`config.mk`:
```
export PLATFORM = sky130hd
export DESIGN_NAME = rr_mux_sel_arbiter_flat
export DESIGN_NICKNAME = d
export VERILOG_FILES = /design/src/rtl/rr_mux_sel_arbiter_pkg.sv /design/src/rtl/rr_mux_sel_arbiter_if.sv /design/src/rtl/rr_mux_sel_arbiter_pick.sv /design/src/rtl/rr_mux_sel_arbiter.sv /design/src/flat_wrapper.sv
export SDC_FILE = /design/constraint.sdc
export NUM_CORES = 1
export LEC_CHECK = 0
export ABC_AREA = 0
export CAP_MARGIN = 25
export CORE_ASPECT_RATIO = 0.9
export CORE_MARGIN = 2
export CORE_UTILIZATION = 43
export CTS_CLUSTER_DIAMETER = 30
export CTS_CLUSTER_SIZE = 8
export DETAILED_ROUTE_END_ITERATION = 8
export PLACE_DENSITY_LB_ADDON = 0.05
export REMOVE_ABC_BUFFERS = 1
export SLEW_MARGIN = 20
export SYNTH_ARGS = -nofsm -noshare
export SYNTH_HDL_FRONTEND = slang
export SYNTH_HIERARCHICAL = 1
export SYNTH_SLANG_ARGS = --single-unit
```
`constraint.sdc`:
```
create_clock -name clk -period 2 [get_ports clk]
set_clock_uncertainty 0.2 [all_clocks]
set_input_delay 0.2 -clock clk [delete_from_list [all_inputs] [get_ports clk]]
set_output_delay 0.2 -clock clk [all_outputs]
set_load 0.1 [all_outputs]
```
`src/rtl/rr_mux_sel_arbiter_pkg.sv`:
```
// rr_mux_sel_arbiter_pkg: shared sizes, state encodings and helpers for the round-robin mux-select arbiter
package rr_mux_sel_arbiter_pkg;
   localparam int N_REQ = 4;
   localparam int SEL_W = $clog2(N_REQ);
   localparam logic [0:0] ST_IDLE  = 1'b0;
   localparam logic [0:0] ST_GRANT = 1'b1;
   typedef logic [SEL_W-1:0] idx_t;
   typedef logic [N_REQ-1:0] vec_t;
   function automatic vec_t onehot(input idx_t i);
      return vec_t'(1) << i;
   endfunction
endpackage

```
`src/rtl/rr_mux_sel_arbiter_if.sv`:
```
// rr_mux_sel_arbiter_if: request/grant bundle between requesters (master) and the arbiter (slave)
interface rr_mux_sel_arbiter_if;
   import rr_mux_sel_arbiter_pkg::*;
   vec_t req;
   idx_t sel;
   vec_t gnt;
   logic gnt_valid;
   modport master(output req, input sel, gnt, gnt_valid);
   modport slave(input req, output sel, gnt, gnt_valid);
endinterface

```
`src/rtl/rr_mux_sel_arbiter_pick.sv`:
```
// rr_priority_pick: rotate-priority encoder, first set req bit searching cyclically from start_ptr
module rr_priority_pick
   import rr_mux_sel_arbiter_pkg::*;
(
   input  vec_t req,
   input  idx_t start_ptr,
   output idx_t idx,
   output logic found
);
   // scan highest offset first so the nearest set bit to start_ptr wins
   always_comb begin
      idx   = '0;
      found = 1'b0;
      for (int k = N_REQ - 1; k >= 0; k--) begin
         if (req[start_ptr + idx_t'(k)]) begin
            idx   = start_ptr + idx_t'(k);
            found = 1'b1;
         end
      end
   end
endmodule

```
`src/rtl/rr_mux_sel_arbiter.sv`:
```
// rr_mux_sel_arbiter: round-robin arbiter with bounded bursts, driving a registered 4:1 mux select
module rr_mux_sel_arbiter
   import rr_mux_sel_arbiter_pkg::*;
#(
   parameter int MAX_HOLD = 4
) (
   input logic clk,
   input logic rst_n,
   rr_mux_sel_arbiter_if.slave arb
);
   localparam int HW = $clog2(MAX_HOLD + 1);
   localparam logic [HW-1:0] HMAX = HW'(MAX_HOLD);
   logic [0:0] st;
   idx_t sel_q, last_ptr, pick_idx;
   vec_t gnt_q, pick_req;
   logic valid_q, found, held, new_grant;
   logic [HW-1:0] hold_cnt;
   // owner still requesting: only the other sources compete for a rotation
   assign held      = (st == ST_GRANT) && arb.req[sel_q];
   assign pick_req  = held ? (arb.req & ~onehot(sel_q)) : arb.req;
   assign new_grant = found && (!held || (hold_cnt == HMAX));
   rr_priority_pick u_pick (
      .req      (pick_req),
      .start_ptr(last_ptr + idx_t'(1)),
      .idx      (pick_idx),
      .found    (found)
   );
   always_ff @(posedge clk or negedge rst_n) begin
      if (!rst_n) begin
         sel_q    <= '0;
         gnt_q    <= '0;
         valid_q  <= 1'b0;
         last_ptr <= idx_t'(N_REQ - 1);
         hold_cnt <= '0;
         st       <= ST_IDLE;
      end else if (new_grant) begin
         sel_q    <= pick_idx;
         gnt_q    <= onehot(pick_idx);
         valid_q  <= 1'b1;
         last_ptr <= pick_idx;
         hold_cnt <= HW'(1);
         st       <= ST_GRANT;
      end else if (held) begin
         if (hold_cnt != HMAX) hold_cnt <= hold_cnt + HW'(1);
      end else begin
         gnt_q   <= '0;
         valid_q <= 1'b0;
         st      <= ST_IDLE;
      end
   end
   assign arb.sel       = sel_q;
   assign arb.gnt       = gnt_q;
   assign arb.gnt_valid = valid_q;
endmodule

```
`src/flat_wrapper.sv`:
```
// flat-port wrapper written by rule: the top's interface ports become plain ports
module rr_mux_sel_arbiter_flat import rr_mux_sel_arbiter_pkg::*;
#(
   parameter int MAX_HOLD = 4
)
  (clk, rst_n, arb_req, arb_sel, arb_gnt, arb_gnt_valid);
  rr_mux_sel_arbiter_if arb_i ();
  input logic clk;
  input logic rst_n;
  input wire logic [$bits(arb_i.req)-1:0] arb_req;
  output wire logic [$bits(arb_i.sel)-1:0] arb_sel;
  output wire logic [$bits(arb_i.gnt)-1:0] arb_gnt;
  output wire logic [$bits(arb_i.gnt_valid)-1:0] arb_gnt_valid;
  assign arb_i.req = arb_req;
  assign arb_sel = arb_i.sel;
  assign arb_gnt = arb_i.gnt;
  assign arb_gnt_valid = arb_i.gnt_valid;
  rr_mux_sel_arbiter #(.MAX_HOLD(MAX_HOLD)) u_core (.clk(clk), .rst_n(rst_n), .arb(arb_i));
endmodule
```
==> reports/metrics.cfg, run 1 <==
[layout]
fin_nets=106
final_cell_area_um2=992
syn_to_final_growth_pct=32.8
diodes=0
drive_gt1_frac=0.330

[placement]
io_buffer_count=12
gp_congestion=0.752
postPlaceCellArea_um2=933
dp_hpwl_mm=1.08
dpl_worst_slack_ns=0.0404

[synthesis]
postSynth.asyncResetShare=1.00
syn_avg_cell_area_um2=10.2
ys_seq_area_frac=0.405
postSynthCellCount=73
ys.warnings.count=6
synth_seq_cells=12
synth_edf_count=0
syn_area_um2=747
synthFlopType=dfrtp_1
post_synth_num_cell_types=28

[floorplanning]
die_h_um=43.5
die_area_mm2=0.00209
core_area_mm2=0.00165
ios=13
initial_core_util=0.454
die_w_um=47.9
rows=14

[worst_setup_path]
critPathArrivalTime_ns=1.88
critical_path_peak_fanout=7
critPathKind=reg2reg
cp-start-kind=flip-flop
worst_setup_path_end_kind=flip-flop
worstPathRequired_ns=1.95

[sta]
period_share=0.965
fin_setup_tns_ns=0
slew_viol_final=0
setup_ws_ns=0.0695
hold_slack_ns=0.0820
setup_violations=0
grt_setup_unrepaired=yes
slew_headroom=0.641
fin_crit_ns=1.93
worst_slew_pin_slew_ns=0.537
max_clock_freq_mhz=518
hold_viol_final=0

[cts]
cts_tree=done
clock_path_buffers=2
holdBufCountCts=0
cts_sinks=12
clkLatencyLatePin_ns=0.26
h-tree-depth=1
clock-root-buffer=clkbuf_4
cts_buffers=3
path_clk_slew_ns=0.08

[drt]
avgRoutedWirePerCell_um=11.4
antenna_left=0
drcViolationCount=0
via_per_inst=5.01
dr_total_vias=606
drt_iter0_drc=5
dr.pass1.iters=4
totalWireLength_mm=1.39

[grt]
grt_pass1_wl_mm=2.39
first_global_vias=570
grt_overflow_total=0
grt_max_degree=13
antenna_found_initial=0
grtUsageTotal=0.163

[worst_hold_path]
holdCritPathClass=in2async

[outcome]
status=completed

[run]
drv_cap=0

==> state kept, by name (all words and copies together) (netlist names) <==
register,cells
u_core/last_ptr,2
u_core/arb.gnt,4
u_core/arb.gnt_valid,1
u_core/arb.sel,2
u_core/hold_cnt,3
==> synthesized netlist by cell type (all sizes together), types with 2 or more instances <==
cell type	n	area (um2)
ha	2	25.0
inv	4	15.0
mux2i	3	30.0
nand2b	5	31.3
nor2b	2	12.5
o21ai	3	26.3
o21a	4	30.0
dfrtp	10	250
dfstp	2	52.6
nor3b	2	15.0
nand2	7	26.3
a21oi	3	15.0
nor2	7	26.3
o2bb2ai	3	26.3
mux2	4	60.1
a211oi	2	20.0
==> critical path: stages (launching register included) <==
cell and delay [ns]:
dfrtp_1 0.48, inv_1 0.09, o21a_1 0.23, nand2b_1 0.16
a211oi_1 0.28, nor2_2 0.10, mux2_4 0.27
==> cell usage in the layout (no fill, tap or decap) <==
cell type / instances
buf_4: 15
dfrtp_1: 10
nand2_1: 6
clkdlybuf4s50_1: 5
nand2b_1: 5
nor2_1: 5
inv_1: 4
o21a_1: 4
mux2_4: 4
clkbuf_4: 3
mux2i_1: 3
a21oi_1: 3
o2bb2ai_1: 3
nor2b_1: 2
o21ai_0: 2
nor3b_1: 2
ha_1: 2
dfstp_2: 2
nor2_2: 2
clkbuf_8: 1
buf_12: 1
xor2_1: 1
o22a_4: 1
o22ai_1: 1
and2_1: 1
o21ai_4: 1
a32o_1: 1
nand3_1: 1
o31ai_1: 1
nor3_1: 1
or2b_1: 1
a211oi_2: 1
nand2_2: 1
a211oi_1: 1
==> area by class of cell <==
cell class | instances | area (um2)
timing repair buffer | 21 | 183
clock buffer | 4 | 36.3
sequential | 12 | 303
fill | 156 | 654
tap | 24 | 30.0
inverter | 4 | 15.0
multi-input combinational | 56 | 425
==> kinds of logic (layout without fill, tap and decap cells) <==
kind of cell,count (synthesis),count (layout),share of synthesized area
adder cells (fa/ha/maj),2,2,0.0335
multiplexers,7,7,0.121
AND/OR/NAND/NOR,27,27,0.181
buffers and inverters,5,29,0.0352
AO/OA/AOI/OAI,19,19,0.213
XOR/XNOR,1,1,0.0117
flip-flops,12,12,0.405
==> path summary, 6_finish.rpt <==
| check | from | end | slack [ns] | cells past startpoint |
|---|---|---|---|---|
| worst min register to register | u_core/arb.gnt[3] | u_core/arb.gnt[3] | 0.29 | 1 |
| min in group clk | u_core/arb.gnt[3] | u_core/arb.gnt[3] | 0.29 | 1 |
| worst min-delay path | rst_n | u_core/hold_cnt[0] | 0.08 | 1 |
| worst max register to register | u_core/arb.sel[1] | u_core/arb.sel[1] | 0.07 | 6 |
| worst max-delay path | u_core/arb.sel[1] | u_core/arb.sel[1] | 0.07 | 6 |
| max in group asynchronous | rst_n | u_core/last_ptr[1] | 1.15 | 1 |
==> timing repair <==
action | 4_1_cts | 5_1_grt
setup buffers | 0 | 2
setup endpoints to repair | 0 | 7
resized for setup | 0 | 3
==> routing by layer <==
layer,wire length (um),vias up,GRT usage
met5,0,-,0
met4,13,0,0.0649
met3,63,2,0.0417
met2,618,10,0.251
met1,690,285,0.218
li1,-,309,-
==> metrics by stage <==
stage | util | instances
6_report | 0.603 | 121
5_1_grt | 0.603 | 121
4_1_cts | 0.589 | 119
3_5_place_dp | 0.567 | 115
3_3_place_gp | 0.567 | 115
2_1_floorplan | - | 72
Power of run 1 is not shown: default switching activity piles up to over one toggle a cycle in this logic, so the estimate is an artifact.
==> run 2: changes to the inputs <==
--- a/config.mk
+++ b/config.mk
@@ -20,3 +20,4 @@
 export SYNTH_HDL_FRONTEND = slang
 export SYNTH_HIERARCHICAL = 1
 export SYNTH_SLANG_ARGS = --single-unit
+export TNS_END_PERCENT = 5
==> reports/metrics.cfg, run 2 (synthesized netlist as in run 1, its figures left out) <==
[worst_setup_path]
worstPathRequired_ns=1.95  ; about the same
path_cells=inv_1 > o21a_1 > nand2b_1 > a211oi_1 > nor2_2 > mux2_4  ; unchanged
critical_path_peak_fanout=7  ; unchanged
path_depth=6  ; unchanged
cp_num_buf_inv=1  ; unchanged
cpMaxStageDelayCell=dfrtp_1  ; unchanged
critPathKind=reg2reg  ; unchanged
worst_setup_path_end_kind=flip-flop  ; unchanged
rr_worst_depth=6  ; unchanged
cp-start-kind=flip-flop  ; unchanged
critPathArrivalTime_ns=1.88  ; about the same
max_stage_delay_ns=0.48  ; about the same
path_delay_family=compound AO/OA/AOI/OAI gates  ; unchanged

[placement]
postPlaceCellArea_um2=933  ; unchanged
io_buffer_count=12  ; unchanged
dp_hpwl_mm=1.08  ; unchanged
dpl_worst_slack_ns=0.0404  ; unchanged
gp_congestion=0.752  ; unchanged

[sta]
fin_crit_ns=1.93  ; about the same
slew_viol_final=0  ; unchanged
setup_ws_ns=0.0667  ; was 0.0695 ns
setup_violations=0  ; unchanged
slew_headroom=0.636  ; was 0.641
max_clock_freq_mhz=517  ; was 518 MHz
period_share=0.967  ; was 0.965
fin_setup_tns_ns=0  ; unchanged
worst_slew_pin_slew_ns=0.544  ; was 0.537 ns
hold_viol_final=0  ; unchanged
grt_setup_unrepaired=yes  ; unchanged

[layout]
fin_util=0.595  ; was 0.603
drive_gt1_frac=0.326  ; was 0.330
largest_reg_flops=4  ; unchanged
fin_nets=104  ; was 106
syn_to_final_growth_pct=31.2  ; was 32.8%
diodes=0  ; unchanged
final_cell_area_um2=980  ; was 992 um2
most-common-layout-cells=13 x buf_4, 10 x dfrtp_1  ; was 15 x buf_4, 10 x dfrtp_1, 6 x nand2_1
final_common_cell=buf_4  ; unchanged

[cts]
cts_sinks=12  ; unchanged
cts_tree=done  ; unchanged
cts_buffers=3  ; unchanged
clock_path_buffers=2  ; unchanged
holdBufCountCts=0  ; unchanged
clock-root-buffer=clkbuf_4  ; unchanged
h-tree-depth=1  ; unchanged
clkLatencyLatePin_ns=0.26  ; about the same
path_clk_slew_ns=0.08  ; about the same

[drt]
drt_iter0_drc=3  ; was 5
via_per_inst=5.00  ; was 5.01
dr.pass1.iters=4  ; unchanged
totalWireLength_mm=1.39  ; about the same
antenna_left=0  ; unchanged
avgRoutedWirePerCell_um=11.7  ; was 11.4 um
dr_total_vias=595  ; was 606
drcViolationCount=0  ; unchanged

[grt]
grt_overflow_total=0  ; unchanged
grt_pass1_wl_mm=2.39  ; unchanged
antenna_found_initial=0  ; unchanged
grt_max_degree=13  ; unchanged
first_global_vias=570  ; unchanged
grtUsageTotal=0.163  ; unchanged

[worst_hold_path]
holdCritPathClass=in2async  ; unchanged

[outcome]
status=completed  ; unchanged

[floorplanning]
rows=14  ; unchanged
die_h_um=43.5  ; unchanged
core_area_mm2=0.00165  ; unchanged
ios=13  ; unchanged
die_w_um=47.9  ; unchanged
initial_core_util=0.454  ; unchanged
die_area_mm2=0.00209  ; unchanged

[run]
drv_cap=0  ; unchanged

## run 2: cell count changes in the layout (fill, tap and decap cells not counted)
| cell | before | now |
|---|---|---|
| nand2_1 | 6 | 5 |
| nand2_2 | 1 | 2 |
| buf_4 | 15 | 13 |
## run 2: cell type report
type                            instances  area, um2
Fill cell                             155        667
Tap cell                               24       30.0
Clock buffer                            4       36.3
Timing Repair Buffer                   19        168
Inverter                                4       15.0
Multi-Input combinational cell         56        428
Sequential cell                        12        303
## run 2: through the flow
step | instances | hold WS, ns
4_1_cts | 119 | 0.0874
5_1_grt | 119 | 0.126
3_5_place_dp | 115 | 0.278
3_3_place_gp | 115 | 0.280
2_1_floorplan | 72 | -0.296
6_report | 119 | 0.0840
## run 2: final timing paths
check	from	to	slack, ns
worst min register to register	u_core/arb.gnt[3]	u_core/arb.gnt[3]	0.29
max in group asynchronous	rst_n	u_core/last_ptr[1]	1.15
worst max-delay path	u_core/arb.sel[1]	u_core/arb.sel[1]	0.07
worst min-delay path	rst_n	u_core/hold_cnt[0]	0.08
worst max register to register	u_core/arb.sel[1]	u_core/arb.sel[1]	0.07
min in group clk	u_core/arb.gnt[3]	u_core/arb.gnt[3]	0.29
## run 2: timing repair
action                     4_1_cts  5_1_grt
resized for setup                0        4
setup buffers                    0        0
hold endpoints to repair         0        0
setup endpoints to repair        0        7
## run 2: routing by layer
layer / global-route usage / wire (um) / vias up
li1: - / - / 305
met1: 0.218 / 699 / 276
met2: 0.251 / 613 / 12
met3: 0.0417 / 68 / 2
met4: 0.0649 / 13 / 0
met5: 0 / 0 / -
Power of run 2 is left out for the same reason.
==> run 3: changes to the inputs <==
--- a/config.mk
+++ b/config.mk
@@ -7,7 +7,6 @@
 export LEC_CHECK = 0
 export ABC_AREA = 0
 export CAP_MARGIN = 25
-export CORE_ASPECT_RATIO = 0.9
 export CORE_MARGIN = 2
 export CORE_UTILIZATION = 43
 export CTS_CLUSTER_DIAMETER = 30
==> reports/metrics.cfg, run 3 (synthesized netlist as in run 1, its figures left out) <==
[layout]
diodes=0  ; unchanged
fin_nets=107  ; was 104
final_cell_area_um2=1000  ; was 980 um2
final_common_cell=buf_4  ; unchanged
syn_to_final_growth_pct=33.8  ; was 31.2%
most-common-layout-cells=16 x buf_4, 10 x dfrtp_1, 5 x clkdlybuf4s50_1, 5 x nand2b_1, 5 x nand2_1  ; was 13 x buf_4, 10 x dfrtp_1
drive_gt1_frac=0.367  ; was 0.326
largest_reg_flops=4  ; unchanged
num-fill-cells=134  ; was 155

[floorplanning]
core_area_mm2=0.00167  ; was 0.00165 mm2
die_w_um=45.7  ; was 47.9 um
die_h_um=45.7  ; was 43.5 um
die_area_mm2=0.00209  ; about the same
rows=15  ; was 14
initial_core_util=0.447  ; was 0.454
ios=13  ; unchanged

[sta]
period_share=0.958  ; was 0.967
slew_viol_final=0  ; unchanged
max_clock_freq_mhz=522  ; was 517 MHz
worst_slew_pin_slew_ns=0.523  ; was 0.544 ns
fin_crit_ns=1.92  ; was 1.93 ns
hold_viol_final=0  ; unchanged
setup_violations=0  ; unchanged
slew_headroom=0.650  ; was 0.636

[grt]
grt_max_degree=13  ; unchanged
grt_pass1_wl_mm=2.40  ; was 2.39 mm
grt_overflow_total=0  ; unchanged
antenna_found_initial=0  ; unchanged
first_global_vias=562  ; was 570
grtUsageTotal=0.167  ; was 0.163

[drt]
dr_total_vias=615  ; was 595
avgRoutedWirePerCell_um=12.5  ; was 11.7 um
dr.pass1.iters=4  ; unchanged
drt_iter0_drc=7  ; was 3
antenna_left=0  ; unchanged
via_per_inst=5.35  ; was 5.00
drcViolationCount=0  ; unchanged
totalWireLength_mm=1.44  ; was 1.39 mm

[cts]
h-tree-depth=1  ; unchanged
clock-root-buffer=clkbuf_4  ; unchanged
cts_tree=done  ; unchanged
holdBufCountCts=0  ; unchanged
clkLatencyLatePin_ns=0.28  ; was 0.26 ns
cts_buffers=3  ; unchanged
clock_path_buffers=2  ; unchanged
path_clk_slew_ns=0.08  ; about the same
cts_sinks=12  ; unchanged

[worst_setup_path]
critPathKind=reg2reg  ; unchanged
max_stage_delay_ns=0.45  ; was 0.48 ns
cp-start-kind=flip-flop  ; unchanged
worstPathRequired_ns=1.97  ; was 1.95 ns
critPathArrivalTime_ns=1.89  ; was 1.88 ns
worst_setup_path_end_kind=flip-flop  ; unchanged
path_delay_family=compound AO/OA/AOI/OAI gates  ; unchanged
cpMaxStageDelayCell=dfrtp_1  ; unchanged
path_cells=inv_1 > o21a_1 > nand2b_1 > a211oi_1 > nor2_2 > mux2_4  ; unchanged
critical_path_peak_fanout=6  ; was 7
cp_num_buf_inv=1  ; unchanged

[run]
drv_cap=0  ; unchanged

[placement]
dp_hpwl_mm=1.05  ; was 1.08 mm
io_buffer_count=12  ; unchanged
gp_congestion=0.722  ; was 0.752
postPlaceCellArea_um2=932  ; was 933 um2

[outcome]
status=completed  ; unchanged

[worst_hold_path]
holdCritPathClass=in2async  ; unchanged

[run 3: path summary, 6_finish.rpt]
kind,from,to,slack (ns),cells after the start
hold reg to reg,u_core/arb.gnt[3],u_core/arb.gnt[3],0.29,1
hold / removal,rst_n,u_core/arb.sel[0],0.06,1
setup reg to reg,u_core/arb.sel[1],u_core/arb.sel[1],0.08,6
min in group clk,u_core/arb.gnt[3],u_core/arb.gnt[3],0.29,1
max in group asynchronous,rst_n,u_core/last_ptr[0],1.18,1
setup / recovery,u_core/arb.sel[1],u_core/arb.sel[1],0.08,6
[run 3: area by class of cell]
type,instances,area [um2],share of cell area
clock buffer,4,36.3,0.0363
inverter,4,15.0,0.0150
multi-input combinational,56,434,0.434
sequential,12,303,0.303
tap,17,21.3,0.0213
timing repair buffer,22,190,0.190
[run 3: metal layers]
metal / part of all wire / track usage / vias up / wire length [um]
met4: 0.021 / 0.135 / 0 / 31
met1: 0.48 / 0.220 / 287 / 698
met5: 0 / 0 / - / 0
li1: - / - / 309 / -
met2: 0.45 / 0.231 / 15 / 648
met3: 0.045 / 0.0397 / 4 / 65
[run 3: what timing repair did]
| item | 4_1_cts | 5_1_grt |
|---|---|---|
| endpoints found under the setup margin | 0 | 8 |
| setup buffers | 0 | 2 |
| gates resized for setup | 0 | 6 |
[run 3: metrics by stage]
stage | utilization | cells | setup WS [ns] | TNS [ns] | hold slack, ns
global placement | 0.558 | 109 | -0.0140 | -0.0140 | 0.282
global route | 0.599 | 115 | -0.00474 | -0.00474 | 0.114
CTS | 0.580 | 113 | 0.0215 | 0 | 0.0781
floorplan | - | 72 | -0.539 | -4.71 | -0.296
detailed placement | 0.558 | 109 | -0.00686 | -0.00686 | 0.281
finish | 0.599 | 115 | 0.0833 | 0 | 0.0595
[run 3: worst reg2reg max path: cells and delay by family (launching register included)]
kind	cells	cell delay (ns)
buf+inv	1	0.09
simple gates	2	0.28
compound gates	2	0.52
flops	1	0.45
mux	1	0.28
Power of run 3 is left out for the same reason.
